===== config.mk =====
export PLATFORM = sky130hd
export DESIGN_NAME = layer_scroll_ctrl_flat
export DESIGN_NICKNAME = d
export VERILOG_FILES = /design/src/rtl/layer_scroll_ctrl_if.sv /design/src/rtl/layer_scroll_ctrl.sv /design/src/flat_wrapper.sv
export SDC_FILE = /design/constraint.sdc
export NUM_CORES = 1
export LEC_CHECK = 0
export ABC_AREA = 0
export ABC_CLOCK_PERIOD_IN_PS = 4200
export CAP_MARGIN = 5
export CORE_ASPECT_RATIO = 1.1
export CORE_UTILIZATION = 51
export CTS_CLUSTER_SIZE = 10
export DETAILED_ROUTE_END_ITERATION = 12
export GPL_TIMING_DRIVEN = 1
export PLACE_DENSITY = 0.85
export SYNTH_ARGS = -nofsm -noshare
export SYNTH_HDL_FRONTEND = slang
export SYNTH_SLANG_ARGS = --single-unit

===== constraint.sdc =====
create_clock -name clk -period 4.2 [get_ports clk]
set_input_delay 1.05 -clock clk [delete_from_list [all_inputs] [get_ports clk]]
set_output_delay 1.05 -clock clk [all_outputs]
set_load 0.01 [all_outputs]

===== src/rtl/layer_scroll_ctrl_if.sv =====
// Configuration port of layer_scroll_ctrl: valid/ready write of one layer's
// velocity and, optionally, its position.
// master: game logic side, slave: the scroll controller.
interface layer_scroll_ctrl_if #(
  parameter int NUM_LAYERS = 4,
  parameter int HWIDTH     = 12,
  parameter int VWIDTH     = 12,
  parameter int VELW       = 6
);
  localparam int LW = (NUM_LAYERS > 1) ? $clog2(NUM_LAYERS) : 1;

  logic              cfg_valid;
  logic              cfg_ready;
  logic [LW-1:0]     cfg_layer;
  logic              cfg_load_pos;
  logic [HWIDTH-1:0] cfg_pos_h;
  logic [VWIDTH-1:0] cfg_pos_v;
  logic [VELW-1:0]   cfg_vel_h;
  logic [VELW-1:0]   cfg_vel_v;

  modport master (
    output cfg_valid, cfg_layer, cfg_load_pos, cfg_pos_h, cfg_pos_v,
           cfg_vel_h, cfg_vel_v,
    input  cfg_ready
  );

  modport slave (
    input  cfg_valid, cfg_layer, cfg_load_pos, cfg_pos_h, cfg_pos_v,
           cfg_vel_h, cfg_vel_v,
    output cfg_ready
  );
endinterface


===== src/rtl/layer_scroll_ctrl.sv =====
// layer_scroll_ctrl: per-frame scroll scheduler for the stacked layer pipeline.
// Each frame_start walks all layers (pos += vel, wrapped into [0, RANGE-1])
// and then commits every offset in one cycle, so outputs never tear mid-frame.
// Optional build macro SCROLL_PAUSE_EN adds input `pause`: a paused frame
// skips the walk, holds positions, and still commits and counts the frame.
//
//  state    | meaning
//  ---------+------------------------------------------------------------
//  S_IDLE   | waiting for frame_start; config port open
//  S_WALK   | one layer read per cycle, wrapped result written back next cycle
//  S_COMMIT | copy working positions to outputs, bump frame_count
//
// The walk is split into a read/compute stage and a write-back stage so the
// adder/wrap logic does not sit between the array read mux and array write.
// Frame latency is therefore NUM_LAYERS+2 edges from the sampling edge.
module layer_scroll_ctrl #(
  parameter int NUM_LAYERS = 4,
  parameter int HWIDTH     = 12,
  parameter int VWIDTH     = 12,
  parameter int VELW       = 6,
  parameter int HRANGE     = 640,
  parameter int VRANGE     = 480
) (
  input  logic                         clk,
  input  logic                         rst_n,
  input  logic                         frame_start,
`ifdef SCROLL_PAUSE_EN
  input  logic                         pause,
`endif
  layer_scroll_ctrl_if.slave           cfg,
  output logic [NUM_LAYERS*HWIDTH-1:0] hoffset_flat,
  output logic [NUM_LAYERS*VWIDTH-1:0] voffset_flat,
  output logic                         busy,
  output logic                         overrun,
  output logic [15:0]                  frame_count
);

  localparam int LW   = (NUM_LAYERS > 1) ? $clog2(NUM_LAYERS) : 1;
  localparam int LAST = NUM_LAYERS - 1;

  localparam logic signed [HWIDTH:0] H_RANGE = (HWIDTH+1)'(HRANGE);
  localparam logic signed [VWIDTH:0] V_RANGE = (VWIDTH+1)'(VRANGE);

  typedef enum logic [1:0] {
    S_IDLE,
    S_WALK,
    S_COMMIT
  } state_t;

  state_t            state;

  logic [HWIDTH-1:0] pos_h [NUM_LAYERS];
  logic [VWIDTH-1:0] pos_v [NUM_LAYERS];
  logic [VELW-1:0]   vel_h [NUM_LAYERS];
  logic [VELW-1:0]   vel_v [NUM_LAYERS];

  logic [LW-1:0]     rd_idx;
  logic              rd_act;
  logic [LW-1:0]     wb_idx;
  logic              wb_vld;
  logic [HWIDTH-1:0] wb_h;
  logic [VWIDTH-1:0] wb_v;

  logic signed [HWIDTH:0] sum_h, wrap_h;
  logic signed [VWIDTH:0] sum_v, wrap_v;

  logic pause_req;
  logic cfg_hit;

`ifdef SCROLL_PAUSE_EN
  assign pause_req = pause;
`else
  assign pause_req = 1'b0;
`endif

  // Writes to layers beyond NUM_LAYERS-1 are handshaken but dropped.
  assign cfg_hit = cfg.cfg_valid && cfg.cfg_ready && (32'(cfg.cfg_layer) <= LAST);

  // Advance the layer under rd_idx by one frame; the velocity is small enough
  // that a single add or subtract of RANGE always lands back in range.
  always_comb begin
    sum_h  = $signed({pos_h[rd_idx][HWIDTH-1], pos_h[rd_idx]})
           + $signed({{(HWIDTH+1-VELW){vel_h[rd_idx][VELW-1]}}, vel_h[rd_idx]});
    sum_v  = $signed({pos_v[rd_idx][VWIDTH-1], pos_v[rd_idx]})
           + $signed({{(VWIDTH+1-VELW){vel_v[rd_idx][VELW-1]}}, vel_v[rd_idx]});
    wrap_h = sum_h;
    wrap_v = sum_v;
    if (sum_h >= H_RANGE)
      wrap_h = sum_h - H_RANGE;
    else if (sum_h < 0)
      wrap_h = sum_h + H_RANGE;
    if (sum_v >= V_RANGE)
      wrap_v = sum_v - V_RANGE;
    else if (sum_v < 0)
      wrap_v = sum_v + V_RANGE;
  end

  // Sequencer: config writes, layer walk, atomic commit and status flags.
  always_ff @(posedge clk or negedge rst_n) begin
    if (!rst_n) begin
      state         <= S_IDLE;
      rd_idx        <= '0;
      rd_act        <= 1'b0;
      wb_idx        <= '0;
      wb_vld        <= 1'b0;
      wb_h          <= '0;
      wb_v          <= '0;
      cfg.cfg_ready <= 1'b1;
      busy          <= 1'b0;
      overrun       <= 1'b0;
      frame_count   <= '0;
      hoffset_flat  <= '0;
      voffset_flat  <= '0;
      for (int i = 0; i < NUM_LAYERS; i++) begin
        pos_h[i] <= '0;
        pos_v[i] <= '0;
        vel_h[i] <= '0;
        vel_v[i] <= '0;
      end
    end else begin
      if (frame_start && (state != S_IDLE))
        overrun <= 1'b1;

      case (state)
        S_IDLE: begin
          if (cfg_hit) begin
            vel_h[cfg.cfg_layer] <= cfg.cfg_vel_h;
            vel_v[cfg.cfg_layer] <= cfg.cfg_vel_v;
            if (cfg.cfg_load_pos) begin
              pos_h[cfg.cfg_layer] <= cfg.cfg_pos_h;
              pos_v[cfg.cfg_layer] <= cfg.cfg_pos_v;
            end
          end
          if (frame_start) begin
            cfg.cfg_ready <= 1'b0;
            busy          <= 1'b1;
            if (pause_req) begin
              state <= S_COMMIT;
            end else begin
              state  <= S_WALK;
              rd_idx <= '0;
              rd_act <= 1'b1;
            end
          end
        end

        S_WALK: begin
          if (rd_act) begin
            wb_h   <= wrap_h[HWIDTH-1:0];
            wb_v   <= wrap_v[VWIDTH-1:0];
            wb_idx <= rd_idx;
            wb_vld <= 1'b1;
            if (rd_idx == LW'(LAST))
              rd_act <= 1'b0;
            else
              rd_idx <= rd_idx + 1'b1;
          end else begin
            wb_vld <= 1'b0;
          end
          if (wb_vld) begin
            pos_h[wb_idx] <= wb_h;
            pos_v[wb_idx] <= wb_v;
            if (wb_idx == LW'(LAST))
              state <= S_COMMIT;
          end
        end

        S_COMMIT: begin
          for (int i = 0; i < NUM_LAYERS; i++) begin
            hoffset_flat[i*HWIDTH +: HWIDTH] <= pos_h[i];
            voffset_flat[i*VWIDTH +: VWIDTH] <= pos_v[i];
          end
          frame_count   <= frame_count + 16'd1;
          cfg.cfg_ready <= 1'b1;
          busy          <= 1'b0;
          state         <= S_IDLE;
        end

        default: state <= S_IDLE;
      endcase
    end
  end

endmodule


===== src/flat_wrapper.sv =====
// flat-port wrapper written by rule: the top's interface ports become plain ports
module layer_scroll_ctrl_flat 
#(
  parameter int NUM_LAYERS = 4,
  parameter int HWIDTH     = 12,
  parameter int VWIDTH     = 12,
  parameter int VELW       = 6,
  parameter int HRANGE     = 640,
  parameter int VRANGE     = 480
)
  (clk, rst_n, frame_start, hoffset_flat, voffset_flat, busy, overrun, frame_count, cfg_cfg_valid, cfg_cfg_layer, cfg_cfg_load_pos, cfg_cfg_pos_h, cfg_cfg_pos_v, cfg_cfg_vel_h, cfg_cfg_vel_v, cfg_cfg_ready);
  layer_scroll_ctrl_if #(.NUM_LAYERS(NUM_LAYERS), .HWIDTH(HWIDTH), .VWIDTH(VWIDTH), .VELW(VELW)) cfg_i ();
  input  logic clk;
  input  logic rst_n;
  input  logic frame_start;
  output logic [NUM_LAYERS*HWIDTH-1:0] hoffset_flat;
  output logic [NUM_LAYERS*VWIDTH-1:0] voffset_flat;
  output logic busy;
  output logic overrun;
  output logic [15:0] frame_count;
  input wire logic [$bits(cfg_i.cfg_valid)-1:0] cfg_cfg_valid;
  input wire logic [$bits(cfg_i.cfg_layer)-1:0] cfg_cfg_layer;
  input wire logic [$bits(cfg_i.cfg_load_pos)-1:0] cfg_cfg_load_pos;
  input wire logic [$bits(cfg_i.cfg_pos_h)-1:0] cfg_cfg_pos_h;
  input wire logic [$bits(cfg_i.cfg_pos_v)-1:0] cfg_cfg_pos_v;
  input wire logic [$bits(cfg_i.cfg_vel_h)-1:0] cfg_cfg_vel_h;
  input wire logic [$bits(cfg_i.cfg_vel_v)-1:0] cfg_cfg_vel_v;
  output wire logic [$bits(cfg_i.cfg_ready)-1:0] cfg_cfg_ready;
  assign cfg_i.cfg_valid = cfg_cfg_valid;
  assign cfg_i.cfg_layer = cfg_cfg_layer;
  assign cfg_i.cfg_load_pos = cfg_cfg_load_pos;
  assign cfg_i.cfg_pos_h = cfg_cfg_pos_h;
  assign cfg_i.cfg_pos_v = cfg_cfg_pos_v;
  assign cfg_i.cfg_vel_h = cfg_cfg_vel_h;
  assign cfg_i.cfg_vel_v = cfg_cfg_vel_v;
  assign cfg_cfg_ready = cfg_i.cfg_ready;
  layer_scroll_ctrl #(.NUM_LAYERS(NUM_LAYERS), .HWIDTH(HWIDTH), .VWIDTH(VWIDTH), .VELW(VELW), .HRANGE(HRANGE), .VRANGE(VRANGE)) u_core (.clk(clk), .rst_n(rst_n), .frame_start(frame_start), .cfg(cfg_i), .hoffset_flat(hoffset_flat), .voffset_flat(voffset_flat), .busy(busy), .overrun(overrun), .frame_count(frame_count));
endmodule

==> flow_metrics.env <==
export IMPL_p_leak_uw=0.008036
export IMPL_rows=63
export IMPL_coreArea_sq_um=27120
export IMPL_synth_ff_type="dfrtp_1"
export IMPL_reg2reg_from="u_core.rd_idx[0]$_DFFE_PN0P_"
export IMPL_grt_first_pass_wirelength_um=63760
export IMPL_ir_worst_vdd_mv=0.4949
export IMPL_numCtsBuffers=35
export IMPL_crit_end="u_core.wb_v[9]$_DFFE_PN0P_"
export IMPL_cp_start_kind="register"
export IMPL_vias_per_cell=6.157
export IMPL_skew_ps=20.54
export IMPL_r2r_cells=13
export IMPL_cts_sinks=291
export IMPL_crit_slowest_cell="or4_4"
export IMPL_io_buffers=157
export IMPL_hold_path_class="register to register"
export IMPL_finalHoldViolCount=0
export IMPL_worstSkewPairLatency_ps=520
export IMPL_final_nets=1653
export IMPL_drive_above_1_share_pct=13.79
export IMPL_critPathKind="register to register"
export IMPL_hpwl_um=27120
export IMPL_cts_tree="done"
export IMPL_rsz0062_at_grt="true"
export IMPL_min_period_ps=4135
export IMPL_ioPinCount=158
export IMPL_holdWs_ps=472.3
export IMPL_setup_tns_ps=0
export IMPL_setup_viol=0
export IMPL_fp_dieArea_sq_um=28410
export IMPL_endpoint_kind="register"
export IMPL_synthesis_area_sq_um=14140
export IMPL_synth_ff_latch_count=291
export IMPL_hold_start="u_core.voffset_flat[5]$_DFFE_PN0P_"
export IMPL_cts_root_buf="clkbuf_16"
export IMPL_drt_pass1_iterations=8
export IMPL_ant_nets=0
export IMPL_yosysWarnings=0
export IMPL_place_inst=1888
export IMPL_overflow=0
export IMPL_place_gp_congestion=0.9598
export IMPL_max_slew_worst_pin_slew_ps=1030
export IMPL_cp_arrival_ps=4580
export IMPL_die_w_um=160.8
export IMPL_clk_pin_slew_ps=60
export IMPL_status="complete, no violations"
export IMPL_relSlewSlack_pct=31.33
export IMPL_clock_path_buffers=3
export IMPL_synth_nets=1492
export IMPL_num_antenna_cells=0
export IMPL_grt_use_total_pct=28.48
export IMPL_die_height_um=176.7
export IMPL_synthArstFlopShare_pct=100.0
export IMPL_grt_pass1_vias=11800
export IMPL_wire_per_inst_um=20.66
export IMPL_instances_no_fill=1945
export IMPL_vias=11980
export IMPL_area_growth_syn_to_layout_pct=23.29
export IMPL_synth_avg_cell_area_sq_um=9.982
export IMPL_ys_seq_area_share_pct=51.49
export IMPL_r2r_end="u_core.wb_v[9]$_DFFE_PN0P_"
export IMPL_placed_cell_area_sq_um=16260
export IMPL_drt_drc_violations_left=0
export IMPL_filler_cell_count=2015
export IMPL_cp_cell_sequence="buf_12 -> mux4_2 -> ha_4 -> fa_2 -> a21o_1 -> a221oi_4 -> xnor2_2 -> buf_4 -> nand2_1 -> or4_4 -> and3_4 -> or3_4 -> a21oi_2"
export IMPL_fin_crit_sh_pct=98.46
export IMPL_cap_viol_max_count=0
export IMPL_synth_edf_count=0
export IMPL_power_density_nw_per_um2=887.8
export IMPL_r2r_slack_ps=60
export IMPL_critPathLaunch="u_core.rd_idx[0]$_DFFE_PN0P_"
export IMPL_path_max_fanout=6
export IMPL_wl_um=40180
export IMPL_syn_instance_count=1417
export IMPL_grt_max_degree=115
export IMPL_fmax_ghz=0.2418
export IMPL_maxSlewViolCount=0
export IMPL_final_design_area_no_fill_sq_um=17440
export IMPL_max_stage_delay_ps=540
export IMPL_antenna_found_initial=0
export IMPL_htree_levels=2
export IMPL_cp_required_ps=4650
export IMPL_initial_utilization_pct=52.16
export IMPL_utilization_pct=64.31
export IMPL_first_iter_violations=1445
export IMPL_synth_distinct_cells=68
where the power goes:
group | switching (uW) | internal, uW
Sequential | 948 | 3870
Clock | 1120 | 1530
Combinational | 4450 | 3560
critical path, delay by kind of cell, from the launching register on:
kind	cells	cell delay (ps)
fa+ha+maj	2	580
mux	1	470
xor+xnor	1	190
compound gates	3	790
simple gates	4	1200
flops	1	510
buf+inv	2	320
cell usage in the layout, fill, tap and decap left out, drive strengths merged, types with 6 or more instances in the layout:
master,count
a211oi,6
a21o,8
a21oi,20
a22oi,97
and2,6
and3,12
buf,48
clkbuf,44
clkdlybuf4s50,156
dfrtp,290
ha,30
inv,16
mux2,50
mux4,36
nand2,449
nand2b,6
nand3,11
nand3b,6
nor2,30
nor3,15
o21a,6
o21ai,127
xnor2,22
xor2,13
synth_stat cells (15+ instances only):
| cell | instances | area share [%] |
|---|---|---|
| a21oi_1 | 19 | 0.67 |
| a22oi_1 | 97 | 5.1 |
| clkbuf_1 | 68 | 1.8 |
| dfrtp_1 | 290 | 51 |
| ha_1 | 30 | 2.7 |
| inv_1 | 16 | 0.42 |
| mux2_2 | 50 | 4.0 |
| mux4_2 | 36 | 5.7 |
| nand2_1 | 449 | 12 |
| nor2_1 | 30 | 0.80 |
| nor3_1 | 15 | 0.53 |
| o21ai_0 | 119 | 4.2 |
| xnor2_1 | 21 | 1.3 |
layout make-up:
| type | instances | area (sq um) | area share (%) |
|---|---|---|---|
| inverter | 16 | 60.06 | 0.3444 |
| sequential | 291 | 7287 | 41.79 |
| multi-input combinational | 1030 | 6696 | 38.40 |
| timing repair buffer | 204 | 1992 | 11.42 |
| clock buffer | 44 | 919.6 | 5.273 |
| tap | 357 | 446.7 | 2.561 |
| clock inverter | 3 | 37.54 | 0.2152 |
state kept, by name, summed over array words and instances, names as in the netlist:
signal and count:
u_core.vel_h 24, u_core.pos_v 48, u_core.pos_h 48, u_core.vel_v 24, u_core.cfg.cfg_ready 1, u_core.wb_v 12
u_core.voffset_flat 48, u_core.overrun 1, u_core.rd_act 1, u_core.busy 1, u_core.rd_idx 2, u_core.wb_idx 2
u_core.hoffset_flat 48, u_core.wb_vld 1, u_core.state 2, u_core.wb_h 12, u_core.frame_count 16
worst min-delay path by stage:
stage | to | slack (ps) | cells past startpoint
floorplan | u_core.hoffset_flat[24]$_DFFE_PN0P_ | 460 | 2
global placement | u_core.hoffset_flat[38]$_DFFE_PN0P_ | 460 | 2
detailed placement | u_core.overrun$_DFFE_PN0P_ | 450 | 1
CTS | u_core.voffset_flat[40]$_DFFE_PN0P_ | 480 | 2
global route | u_core.hoffset_flat[25]$_DFFE_PN0P_ | 490 | 2
finish | u_core.voffset_flat[5]$_DFFE_PN0P_ | 470 | 2
per-layer routing:
metal  share of wire [%]  vias up  GRT usage (%)
met5                   0        -              0
met4                 3.3        0          10.61
met3                  11      119          6.560
met2                  46      725          43.54
met1                  40     5837          39.83
li1                    -     5295              -
metrics by stage:
step,power (uW),setup slack (ps)
global placement,11960,-84.93
floorplan,9464,59.44
CTS,14960,47.71
detailed placement,12210,-181.0
finish,15480,64.79
global route,16400,-36.32
cells by family after synthesis:
| logic type | synth area share (%) |
|---|---|
| DFF | 51.49 |
| AOI/OAI and AO/OA | 14.35 |
| buffers and inverters | 2.556 |
| and+or+nand+nor | 16.45 |
| xor gates and xnor gates | 2.220 |
| muxes | 9.996 |
| adders and majority gates | 2.937 |
what timing repair did:
item	CTS	global route
gates resized for setup	2	23
pin swaps	0	9
buffers inserted	3	7
hold buffers	0	0
endpoints found under the setup margin	8	11
(Power assumes the default switching activity.)
